`src/rtl/dump_capture.sv`:
```
// dump_capture: snapshots the six correlator arms on each dump and serves them to a host
// through a registered read port, flagging unread data (ready) and overwritten data (overrun).
module dump_capture #(
  parameter int ACC_W = 16
) (
  input  logic               clk,
  input  logic               rstn,
  input  logic               dump_enable,
  input  logic [6*ACC_W-1:0] accum_in,
  input  logic               rd_en,
  input  logic [2:0]         rd_addr,
  output logic [ACC_W-1:0]   rd_data,
  output logic               rd_valid,
  output logic               ready,
  output logic               overrun
);
  localparam logic EMPTY = 1'b0;
  localparam logic FULL  = 1'b1;
  logic             r_state;
  logic             r_dump_d;
  logic             r_overrun;
  logic             r_rd_valid;
  logic [ACC_W-1:0] r_arm [6];
  logic [ACC_W-1:0] r_count;
  logic [ACC_W-1:0] r_rd_data;
  logic             w_cap;
  logic             w_rd5;
  logic             w_rd7;
  logic [ACC_W-1:0] w_rd_mux;
  // accumulators present their result one cycle after the dump pulse
  assign w_cap = r_dump_d;
  assign w_rd5 = rd_en && rd_addr == 3'd5;
  assign w_rd7 = rd_en && rd_addr == 3'd7;
  always_comb begin
    w_rd_mux = rd_addr < 3'd6 ? r_arm[rd_addr] :
               rd_addr == 3'd6 ? r_count :
               {{(ACC_W-2){1'b0}}, r_overrun, r_state};
  end
  always_ff @(posedge clk) begin
    if (!rstn) begin
      r_state    <= EMPTY;
      r_dump_d   <= 1'b0;
      r_overrun  <= 1'b0;
      r_rd_valid <= 1'b0;
      r_count    <= '0;
      r_rd_data  <= '0;
      for (int k = 0; k < 6; k++) r_arm[k] <= '0;
    end else begin
      r_dump_d   <= dump_enable;
      r_rd_valid <= rd_en;
      if (rd_en) r_rd_data <= w_rd_mux;
      if (w_cap) begin
        for (int k = 0; k < 6; k++) r_arm[k] <= accum_in[k*ACC_W +: ACC_W];
        r_count <= r_count + 1'b1;
      end
      r_state   <= w_cap ? FULL : w_rd5 ? EMPTY : r_state;
      // a fresh overwrite beats a concurrent status-read clear
      r_overrun <= (w_cap && r_state == FULL && !w_rd5) ? 1'b1 : w_rd7 ? 1'b0 : r_overrun;
    end
  end
  assign rd_data  = r_rd_data;
  assign rd_valid = r_rd_valid;
  assign ready    = r_state;
  assign overrun  = r_overrun;
endmodule

```
`config.mk`:
```
export PLATFORM = sky130hd
export DESIGN_NAME = dump_capture
export DESIGN_NICKNAME = d
export VERILOG_FILES = /design/src/rtl/dump_capture.sv
export SDC_FILE = /design/constraint.sdc
export NUM_CORES = 1
export LEC_CHECK = 0
export CORE_MARGIN = 2
export CORE_UTILIZATION = 51
export DETAILED_ROUTE_END_ITERATION = 16
export GPL_ROUTABILITY_DRIVEN = 0
export PLACE_DENSITY = 0.82
export RECOVER_POWER = 100
export SLEW_MARGIN = 15
export SYNTH_ARGS = -nofsm -noshare
export SYNTH_HDL_FRONTEND = slang
export SYNTH_SLANG_ARGS = --single-unit
```
`constraint.sdc`:
```
create_clock -name clk -period 4.1 [get_ports clk]
set_input_delay 0.82 -clock clk [delete_from_list [all_inputs] [get_ports clk]]
set_output_delay 0.82 -clock clk [all_outputs]
set_load 0.005 [all_outputs]
```
==> metrics.md <==
| Metric | Value |
|---|---|
| Layout area overhead | `31.1%` |
| CTS sink cnt | `132` |
| R2r startpoint | `r_dump_d` |
| Post-Place Setup Slack | `1.18 ns` |
| Crit start category | `input pin` |
| Post-CTS sizing | `0` |
| Worst Clk Skew | `0.00643 ns` |
| # diodes | `0` |
| Worst setup path start | `rd_addr[0]` |
| Hold Vio Cnt, Final | `0` |
| WP data required | `4.40 ns` |
| Iteration-0 DRC Markers | `288` |
| Final setup vio count | `0` |
| Total Wirelength | `13.3 mm` |
| Core Area | `11400 µm²` |
| Area of the mapped netlist | `5930 µm²` |
| Slew Limit Fails | `183` |
| Sequential area share after synthesis | `60.7%` |
| Worst-case clock buffer depth | `2` |
| Skew-Pair Late Insertion Delay | `0.42 ns` |
| DRT antenna net count | `0` |
| Status | `finished, violations left` |
| Cell Chain, Critical Path | `dlygate4sd3_1 -> clkbuf_1 -> nand2b_1 -> o221ai_1 -> a21oi_1 -> o21a_1` |
| Total grt overflow | `0` |
| Cell Count, Final, Fillers Out | `728` |
| Hold buffers post-CTS | `0` |
| Syn avg cell area | `12.6 µm²` |
| DRC | `0` |
| DIE AREA | `12500 µm²` |
| Hold Crit Class | `reg2reg` |
| Vias per cell | `5.77` |
| Critical path's slowest cell | `clkbuf_1` |
| DP HPWL | `8.66 mm` |
| Synth Instances | `471` |
| GRT Total Usage | `22.0%` |
| Die width | `112 µm` |
| CP Data Arrival Time | `3.38 ns` |
| Violated checks | `capacitance limit, slew limit` |
| Share of layout cells above drive strength 1 | `8.89%` |
| Starting Density | `52.2%` |
| First-pass GRT wire length | `21.1 mm` |
| PD cells | `439 nW/µm²` |
| Largest net degree at the start of global routing | `134` |
| Clock root cell | `clkbuf_16` |
| Via count | `4199` |
| CTS clk-pin slew, worst paths | `0.05 ns` |
| Yosys cell types | `40` |
| Routed len/inst | `18.2 µm` |
| Yosys reg bits | `132` |
| Max Clk Rate | `324 MHz` |
| Worst-Margin Slew | `2.24 ns` |
| VDD IR max | `0.319 mV` |
| Tmin final | `3.09 ns` |
| Placed instance count | `695` |
| IO Port Bufs | `121` |
| FP Rows | `39` |
| Slew headroom | `-49.2%` |
| Inserted Clock Buffers | `17` |
| RSZ-0062 raised after global routing | `false` |
| Synth warn | `0` |
| Initial antenna violation count | `0` |
| Die height | `112 µm` |
| Setup tns final | `0 ns` |
| Critical path's largest stage delay | `0.83 ns` |
| DR pass1 iterations | `5` |
| Final Cycle Share | `75.3%` |
| CTS tree | `done` |
| Critical path class | `in2reg` |
| MaxCap Viol Count | `2` |
| Worst hold start | `r_count[12]` |
| Htree depth | `4` |
| Setup Buffers After CTS | `0` |
| P_leak | `3.32 nW` |
| Syn_nets | `575` |
| Num ports | `122` |
| Worst Slack Setup Final | `1.01 ns` |
| Worst-path fanout max | `21` |
| # nets final | `676` |
| Vias in the first global route | `4156` |
| CP endpoint kind | `register` |
[power by group]
group          internal, mW  leakage (nW)  total [mW]  switching, mW
Combinational         0.157          1.66       0.285          0.128
Clock                  1.02         0.304        1.60          0.577
Sequential             1.50          1.35        1.53         0.0310
Total                  2.68          3.32        3.42          0.736
[sequential cells by signal, indices dropped and copies added, names as in the netlist]
register  cells
rd_valid      1
r_count      16
rd_data      16
r_arm        96
overrun       1
ready         1
r_dump_d      1
[synth_stat cells, drive strengths merged]
cell type / n / area [µm²]
nor3: 3 / 20.0
and2b: 1 / 7.51
edfxtp: 96 / 2880
and3: 96 / 601
nand2b: 2 / 12.5
mux4: 3 / 67.6
or2: 1 / 6.26
nor4: 6 / 77.6
o221ai: 1 / 8.76
nor2: 1 / 3.75
nand3b: 1 / 7.51
mux2i: 44 / 440
or3: 2 / 12.5
o21ai: 18 / 90.1
xnor2: 6 / 52.6
mux2: 2 / 22.5
nor2b: 4 / 25.0
xor2: 7 / 61.3
a21boi: 1 / 7.51
a22oi: 1 / 7.51
nand4: 7 / 65.1
o21a: 1 / 7.51
buf: 12 / 87.6
o22ai: 14 / 87.6
clkbuf: 32 / 120
dfxtp: 36 / 721
and2: 14 / 87.6
nand3: 3 / 15.0
o2bb2ai: 14 / 123
a21oi: 31 / 155
ha: 1 / 12.5
inv: 4 / 15.0
nand2: 6 / 22.5
[critical path, delay by kind of cell]
| family | cells | cell delay, ns |
|---|---|---|
| AO/OA/AOI/OAI | 3 | 0.64 |
| buffers and inverters | 2 | 1.35 |
| AND/OR/NAND/NOR | 1 | 0.58 |
[layer usage]
| layer | track usage, % | vias up | wire, µm |
|---|---|---|---|
| met2 | 33.0 | 192 | 6110 |
| met3 | 6.97 | 36 | 1100 |
| met1 | 29.1 | 1975 | 5690 |
| met5 | 0 | - | 0 |
| met4 | 10.9 | 0 | 374 |
| li1 | - | 1996 | - |
[cell families (layout without fill, tap and decap cells)]
family | Yosys count | in the layout | share of synthesized area, %
xor+xnor | 13 | 13 | 1.92
simple gates | 147 | 147 | 16.2
mux | 49 | 49 | 8.94
buf+inv | 48 | 162 | 3.75
compound gates | 81 | 81 | 8.20
flops | 132 | 132 | 60.7
fa+ha+maj | 1 | 1 | 0.211
[placed cells by master, fill, tap and decap left out, types with 3 or more instances in the layout]
cell type | Yosys | routed
clkdlybuf4s50_1 | 0 | 99
and3_1 | 96 | 96
edfxtp_1 | 96 | 96
mux2i_1 | 44 | 44
dfxtp_1 | 36 | 35
a21oi_1 | 31 | 31
dlygate4sd3_1 | 0 | 20
o21ai_0 | 18 | 18
clkbuf_16 | 0 | 17
o2bb2ai_1 | 14 | 14
o22ai_1 | 14 | 14
and2_1 | 14 | 12
xor2_1 | 7 | 7
nand2_1 | 6 | 6
xnor2_1 | 6 | 6
nand4_1 | 5 | 5
clkinv_4 | 0 | 5
nor2b_1 | 4 | 4
inv_1 | 4 | 4
nor4_2 | 4 | 4
bufinv_16 | 0 | 4
mux4_2 | 3 | 3
nand3_1 | 3 | 3
[final timing paths]
| check | to | cells past startpoint | slack, ns |
|---|---|---|---|
| worst min-delay path | r_count[12] | 2 | 0.51 |
| worst min register to register | r_count[12] | 2 | 0.51 |
| worst max-delay path | rd_data[1] | 6 | 1.01 |
| worst max register to register | r_arm[5][6] | 2 | 1.06 |
[per-stage QoR]
step / instance area, µm² / hold slack (ns) / util [%] / total power, mW
5_1_grt: 7780 / 0.506 / 68.4 / 3.52
2_1_floorplan: 5930 / 0.456 / - / 1.69
3_5_place_dp: 7140 / 0.496 / 62.8 / 1.84
6_report: 7780 / 0.509 / 68.4 / 3.42
4_1_cts: 7780 / 0.504 / 68.4 / 3.44
3_3_place_gp: 7140 / 0.478 / 62.8 / 1.83
[final cells by class]
class / count / area, µm²
multi-input cells: 291 / 2110
fillers: 805 / 3590
inverters: 4 / 15.0
flip-flops and latches: 132 / 3600
well taps: 143 / 179
repair buffers: 126 / 1240
clock buffers: 17 / 425
clock inverters: 15 / 206
No activity file was read; power rests on OpenSTA's default activity.
